<file path="src/rtl/mem_pattern_tester.sv">
// Self-checking SDRAM exerciser: writes P(i) = {~i, i} over a word window, reads every
// word back through the controller request port and tallies compares and mismatches.
module mem_pattern_tester #(
    parameter int ADDR_W    = 22,
    parameter int DATA_W    = 16,
    parameter int BASE_ADDR = 0,
    parameter int NUM_WORDS = 256,
    parameter int TIMEOUT   = 1023
) (
    input  logic              clk,
    input  logic              rst_n,
    input  logic              start,
    input  logic              mem_ready,
    input  logic              mem_valid,
    input  logic [DATA_W-1:0] mem_data,
    input  logic [2:0]        check_sel,
    output logic [ADDR_W-1:0] addr,
    output logic [DATA_W-1:0] data,
    output logic              we,
    output logic              oe,
    output logic [DATA_W-1:0] read_value,
    output logic [7:0]        tested,
    output logic [7:0]        error,
    output logic              finish,
    output logic              busy
);

    typedef enum logic [2:0] {
        S_IDLE,
        S_WRITE,
        S_READ_REQ,
        S_READ_WAIT,
        S_DONE
    } state_t;

    localparam int                TW   = (TIMEOUT < 2) ? 1 : $clog2(TIMEOUT + 1);
    localparam logic [7:0]        LAST = 8'(NUM_WORDS - 1);
    localparam logic [ADDR_W-1:0] BASE = ADDR_W'(BASE_ADDR);
    localparam logic [TW-1:0]     TMAX = TW'(TIMEOUT);

    function automatic logic [DATA_W-1:0] pattern(input logic [7:0] i);
        return DATA_W'({~i, i});
    endfunction

    function automatic logic [ADDR_W-1:0] word_addr(input logic [7:0] i);
        return BASE + ADDR_W'(i);
    endfunction

    function automatic logic [7:0] sat_inc(input logic [7:0] v);
        return (v == 8'hFF) ? v : v + 8'd1;
    endfunction

    state_t            state, state_n;
    logic [7:0]        idx, idx_n;
    logic [TW-1:0]     tcnt, tcnt_n;
    logic [ADDR_W-1:0] addr_n;
    logic [DATA_W-1:0] data_n, read_value_n;
    logic              we_n, oe_n, finish_n, busy_n;
    logic [7:0]        tested_n, error_n;
    logic              accept, step;
    logic [7:0]        idx_inc;

    assign accept  = (we | oe) & mem_ready;
    assign idx_inc = idx + 8'd1;

    always_ff @(posedge clk or negedge rst_n) begin
        if (!rst_n) state <= S_IDLE;
        else        state <= state_n;
    end

    // Outputs are computed one step ahead so every port comes straight from a flop.
    always_comb begin
        state_n      = state;
        idx_n        = idx;
        tcnt_n       = tcnt;
        addr_n       = addr;
        data_n       = data;
        we_n         = we;
        oe_n         = oe;
        read_value_n = read_value;
        tested_n     = tested;
        error_n      = error;
        finish_n     = finish;
        step         = 1'b0;

        case (state)
            S_IDLE: begin
                we_n     = 1'b0;
                oe_n     = 1'b0;
                addr_n   = '0;
                data_n   = '0;
                finish_n = 1'b0;
                if (start) begin
                    tested_n     = '0;
                    error_n      = '0;
                    read_value_n = '0;
                    idx_n        = '0;
                    state_n      = S_WRITE;
                    we_n         = 1'b1;
                    addr_n       = word_addr(8'd0);
                    data_n       = pattern(8'd0);
                end
            end
            S_WRITE: begin
                if (accept) begin
                    if (idx == LAST) begin
                        idx_n   = '0;
                        state_n = S_READ_REQ;
                        we_n    = 1'b0;
                        oe_n    = 1'b1;
                        addr_n  = word_addr(8'd0);
                        data_n  = '0;
                    end else begin
                        idx_n  = idx_inc;
                        addr_n = word_addr(idx_inc);
                        data_n = pattern(idx_inc);
                    end
                end
            end
            S_READ_REQ: begin
                if (accept) begin
                    oe_n    = 1'b0;
                    tcnt_n  = '0;
                    state_n = S_READ_WAIT;
                end
            end
            S_READ_WAIT: begin
                // Valid data takes priority over a timeout landing in the same cycle.
                if (mem_valid) begin
                    tested_n = sat_inc(tested);
                    if (mem_data != pattern(idx)) error_n = sat_inc(error);
                    if (idx == {5'b0, check_sel}) read_value_n = mem_data;
                    step = 1'b1;
                end else if (tcnt == TMAX) begin
                    error_n = sat_inc(error);
                    step    = 1'b1;
                end else begin
                    tcnt_n = tcnt + 1'b1;
                end
                if (step) begin
                    if (idx == LAST) begin
                        state_n  = S_DONE;
                        finish_n = 1'b1;
                        addr_n   = '0;
                    end else begin
                        idx_n   = idx_inc;
                        state_n = S_READ_REQ;
                        oe_n    = 1'b1;
                        addr_n  = word_addr(idx_inc);
                    end
                end
            end
            S_DONE: begin
                finish_n = 1'b1;
                if (!start) begin
                    state_n  = S_IDLE;
                    finish_n = 1'b0;
                end
            end
            default: begin
                state_n  = S_IDLE;
                we_n     = 1'b0;
                oe_n     = 1'b0;
                finish_n = 1'b0;
            end
        endcase

        busy_n = (state_n != S_IDLE) && (state_n != S_DONE);
    end

    always_ff @(posedge clk or negedge rst_n) begin
        if (!rst_n) begin
            idx        <= '0;
            tcnt       <= '0;
            addr       <= '0;
            data       <= '0;
            we         <= 1'b0;
            oe         <= 1'b0;
            read_value <= '0;
            tested     <= '0;
            error      <= '0;
            finish     <= 1'b0;
            busy       <= 1'b0;
        end else begin
            idx        <= idx_n;
            tcnt       <= tcnt_n;
            addr       <= addr_n;
            data       <= data_n;
            we         <= we_n;
            oe         <= oe_n;
            read_value <= read_value_n;
            tested     <= tested_n;
            error      <= error_n;
            finish     <= finish_n;
            busy       <= busy_n;
        end
    end

endmodule

</file>
<file path="config.mk">
export PLATFORM = sky130hd
export DESIGN_NAME = mem_pattern_tester
export DESIGN_NICKNAME = d
export VERILOG_FILES = /design/src/rtl/mem_pattern_tester.sv
export SDC_FILE = /design/constraint.sdc
export NUM_CORES = 1
export LEC_CHECK = 0
export BUFFER_PORTS_ARGS = -buffer_cell sky130_fd_sc_hd__buf_2
export CAP_MARGIN = 25
export CORE_AREA = 5 5 147 79
export CTS_CLUSTER_SIZE = 24
export DETAILED_ROUTE_END_ITERATION = 10
export DIE_AREA = 0 0 152 84
export GPL_ROUTABILITY_DRIVEN = 0
export PLACE_DENSITY = 0.73
export SETUP_SLACK_MARGIN = 0.3
export SLEW_MARGIN = 0
export SYNTH_ARGS = -nofsm -noshare
export SYNTH_HDL_FRONTEND = slang
export SYNTH_SLANG_ARGS = --single-unit
</file>
<file path="constraint.sdc">
create_clock -name clk -period 6.1 [get_ports clk]
set_clock_uncertainty 0.05 [all_clocks]
set_input_delay 1.83 -clock clk [delete_from_list [all_inputs] [get_ports clk]]
set_output_delay 1.83 -clock clk [all_outputs]
set_load 0.02 [all_outputs]
</file>
Yosys cells after proc, flatten, opt, wreduce, memory -nomap -nowiden:

Cells that the tools add are included.

* bits in registers: 95
* latch bits: 0
* memory bits (writable): 0
* ROM bits: 0
* bits of input ports: 24
* output and inout bits: 74
* memories: 0

* add/sub/neg operators: 4
* $mul: 0
* div/mod/pow operators: 0
* magnitude comparators: 0
* equal/unequal tests: 25
* shifts and indexed selects: 0
* multiplexer cells: 53
* bitwise gates (word level): 7
* reduce and logical (&&, ||, !) cells: 19

Operator list (number)
* $mux 16: 6
* $mux 8: 12
* $pmux 22 s3: 1
* $pmux 16 s2: 2
* $mux 22: 2
* $pmux 8 s2: 2
* $mux 10: 3
* $add 8x1->8 const B: 3
* $eq 8x8->1 const B: 3
* $ne 2x2->1 const B: 12
* $pmux 8 s3: 1
* $mux 3: 7
* $pmux 10 s2: 1
* $ne 16x16->1: 1
* $not 8->8: 2
* $reduce_and 4->1: 4
* $pmux 3 s5: 1
* $mux 1: 12
* $add 10x1->10 const B: 1
* $eq 10x10->1 const B: 1
* $ne 3x3->1 const B: 3
* $reduce_and 3->1: 3
* $eq 8x3->1: 1
* $eq 3x2->1 const B: 2
* 16 further kinds: 22

Depth between registers and ports, before layout:

* depth in word-level cells: 8
* gate-level depth with buffers: 7

Worst setup path before layout:

Ideal clock, no wire load.

* kind: input to register
* from: input port mem_data[3]
* to: register error[0]
* library setup time: 125 ps
* arrival: 3248 ps
* required time: 5925 ps
* setup slack: 2677 ps
* stages: 5
* path buffers: 0
* path through: or3b_2 > a222oi_1 > and4_1 > or4_1 > mux2_2

* word-level cells in the longest chain between the ends: 3

RTL lines
* from (decl): RTL line 15 `input logic [DATA_W-1:0] mem_data,`
* $ne 16x16->1: RTL line 131 `if (mem_data != pattern(idx)) error_n = sat_inc(error);`
* $ne 3x3->1 (no source line)
* $reduce_and 4->1 (no source line)
* to (signal assigned): RTL line 193 `error <= error_n;`
* to (decl): RTL line 23 `output logic [7:0] error,`

No other way between the ends.
A chain may end at the register's enable or synchronous reset.

Final worst setup path:

Ends and elaborated chain as after synthesis.

==> results by group <==
STA
  – Post-layout minimum cycle time: 3.68 ns
  – Final Hold Viols: 0
  – Setup TNS: 0 ns
  – F_max: 272 MHz
  – Slew HR: 35.9%
  – Tightest Pin Transition: between 0.9 and 1 ns
  – Setup violations, final: 0
  – Slew Viols, Final: 0
  – Tcrit/Tclk final: 60.4%
  – RSZ-0062 raised after global routing: no

Die
  – Die area: approximately 13000 um^2
  – Total core area: around 10000 um^2
  – Initial core utilization: a little over two fifths
  – Num rows: 27
  – Die Span X: approximately 150 um
  – Die height: ~84 um
  – Io pins: approximately 100

Routing
  – Pre-Repair DR Iteration Count: 5
  – Final wirelength: 10.9 mm
  – # DRC: 0
  – Met2 WL: around 4.7 mm
  – Met3 routed WL: between 700 and 800 um
  – Drt first-iter violations: approximately 250
  – Vias after detailed routing: ~3700
  – Wl on met1: 5.40 mm
  – Routed wire length per instance: between 15 and 20 um
  – Final ANT Viol Nets: 0
  – Top layer reached by signal wires: met4
  – Via-per-instance ratio: between 5 and 6

Placement
  – I/O Buffers: 83
  – Detailed placement HPWL: roughly 8 mm
  – Placed insts: ~670

Global route
  – Largest net degree at the start of global routing: roughly 80
  – First-pass GRT wire length: approximately 18 mm
  – All-Layer GR Usage: roughly 18%
  – Initial antenna violation count: 0
  – Grt ovf: 0
  – Vias in the first global route: between 3000 and 4000

CTS
  – Clock Sinks: 81
  – Hold_buf cts: 0
  – Clk_lat worst skew: 0.34 ns
  – Clock root cell: clkbuf_16
  – CTS max path bufs: 2
  – CTS tree: built
  – H-Tree Depth: 3
  – CTS buffer count: 9
  – CTS resizes: 0
  – Reg clk slew, reported paths: roughly 0.06 ns
  – Number of setup buffers added after CTS: 0

Finish
  – Layout area overhead: 17.6%
  – Commonest non-fill, non-tap cell in the layout: buf_2
  – Register area: slightly above 2000 um^2
  – Final std cells w/o fill: roughly 690
  – Fillers: around 1000
  – Nets: approximately 560
  – N_diodes: 0
  – Multi-input logic area: roughly 2100 um^2
  – Commonest cells after routing, fill and taps aside: buf_2, dfrtp_1, nand2_1
  – Share of layout cells above drive strength 1: between 20% and 30%

Yosys
  – Register bit total from synthesis: 81
  – Mapped Cells: approximately 460
  – Ys async rst share: 100%
  – Yosys top cell by area: dfrtp_1
  – Unique masters post-synth: 63
  – Mapped Area: 4360 um^2
  – Synth area leaders: dfrtp_1, nand2_1, mux2i_1
  – Post-synth top flop: dfrtp_1
  – EDFF count, synth: 0
  – Seq/Total Area, Yosys: 46.5%
  – Yosys warns: 0
  – Synth top area share: between 40 and 50%
  – Post-Syn Area per Cell: approximately 9.4 um^2

Power
  – Max IR drop VDD: approximately 0.16 mV
  – PD cells: between 300 and 400 nW/um^2
  – Clock Power Share: roughly 29%
  – Net Sw Frac: 38.9%
  – Reg power frac: between 40% and 50%
  – Int Power: about 1.2 mW
  – Total power: just under 2 mW
  – Combinational power share: 30.9%
  – Switch Pwr: roughly 0.75 mW
  – Leakage power: roughly 2.3 nW

Setup path
  – Critical Path RT: 6.27 ns
  – R2r endpoint: tested[7]$_DFFE_PN0P_
  – Startpoint Class: input pin
  – Worst Setup End Kind: register
  – R2R cell count: 5
  – Worst EP arrival: approximately 3.9 ns
  – Setup Crit Path Kind: input pin to register
  – R2R Setup Slk: a little over 3 ns
  – R2r startpoint: state[0]$_DFF_PN0_
  – CP max FO: 12

Worst hold path
  – Hold WC Path Type: register to register
  – Hold Path Depth: 2
  – Hold Path End: data[0]$_DFFE_PN0P_
  – Hold path start: data[0]$_DFFE_PN0P_

Job
  – Max-cap violations: 0

Run status
  – Status: finished, final reports clean
## cells in the mapped netlist, drive strengths merged, types with 2 or more instances
cell,count
a211oi,3
a21oi,21
a22o,2
a31o,2
and2,3
and3,5
buf,28
clkbuf,8
dfrtp,81
ha,4
inv,24
mux2,2
mux2i,20
nand2,73
nand2b,4
nand3,12
nand3b,6
nand4,5
nor2,34
nor3,6
nor4,5
o2111ai,4
o211ai,4
o21ai,31
o311ai,3
o31ai,13
o41ai,2
or2,2
or3,8
or3b,6
or4,3
or4b,2
xnor2,16
xor2,5
## logic make-up (layout without fill, tap and decap cells)
| logic type | count (synthesis) | count (layout) | share of synthesized area, % |
|---|---|---|---|
| adders and majority gates | 4 | 4 | 1.15 |
| buffers and inverters | 60 | 125 | 7.11 |
| AOI/OAI and AO/OA | 94 | 94 | 14.7 |
| other | 1 | 14 | 0.0860 |
| DFF | 81 | 81 | 46.5 |
| xor gates and xnor gates | 21 | 21 | 4.22 |
| and+or+nand+nor | 180 | 180 | 21.1 |
| muxes | 22 | 22 | 5.11 |
## worst max-delay path by stage
stage / start / to / slack [ns] / cells past startpoint
detailed placement: mem_data[3] / error[0]$_DFFE_PN0P_ / 2.08 / 6
CTS: mem_data[3] / error[0]$_DFFE_PN0P_ / 2.44 / 6
global route: mem_data[3] / error[0]$_DFFE_PN0P_ / 2.32 / 6
global placement: mem_data[3] / error[0]$_DFFE_PN0P_ / 2.12 / 6
floorplan: mem_data[3] / error[0]$_DFFE_PN0P_ / 2.68 / 5
finish: mem_data[3] / error[0]$_DFFE_PN0P_ / 2.42 / 6
## critical path: stages
cell and delay [ns]:
buf_2 0.11, or3b_2 0.46, a222oi_1 0.37, and4_1 0.50
or4_1 0.23, mux2_2 0.34
## metal layers
metal	global-route usage [%]	vias to the layer above
met5	0	-
met4	3.83	0
met3	6.16	13
met2	26.2	117
met1	25.0	1804
li1	-	1750
## sequential cells by signal, indices dropped and copies added (netlist names), 3 cells and up
name        count
data           16
tested          8
addr            8
idx             8
read_value     16
error           8
tcnt           10
state           3
## cell type report
type	count	area share (%)
Inverter	24	1.76
Sequential cell	81	39.5
Timing Repair Buffer	85	8.83
Clock buffer	9	4.39
Tap cell	145	3.54
Clock inverter	7	1.54
Multi-Input combinational cell	335	40.4
## per-stage QoR
stage               setup WS, ns  util [%]  cell area, um^2  hold WS (ns)
floorplan                   2.68         -             4410         0.458
global placement            2.12      46.1             4800         0.405
detailed placement          2.08      46.1             4800         0.414
CTS                         2.44      49.0             5100         0.428
global route                2.32      49.3             5130         0.459
finish                      2.42      49.3             5130         0.427
## power groups by stage
stage               combinational [mW]  clock [mW]  sequential, mW
floorplan                        0.332           0           0.847
global placement                 0.581           0           0.783
detailed placement               0.596           0           0.789
CTS                              0.599       0.564           0.782
global route                     0.667       0.587           0.805
finish                           0.599       0.554           0.783
Note: power is estimated with default switching activity, not from simulation.
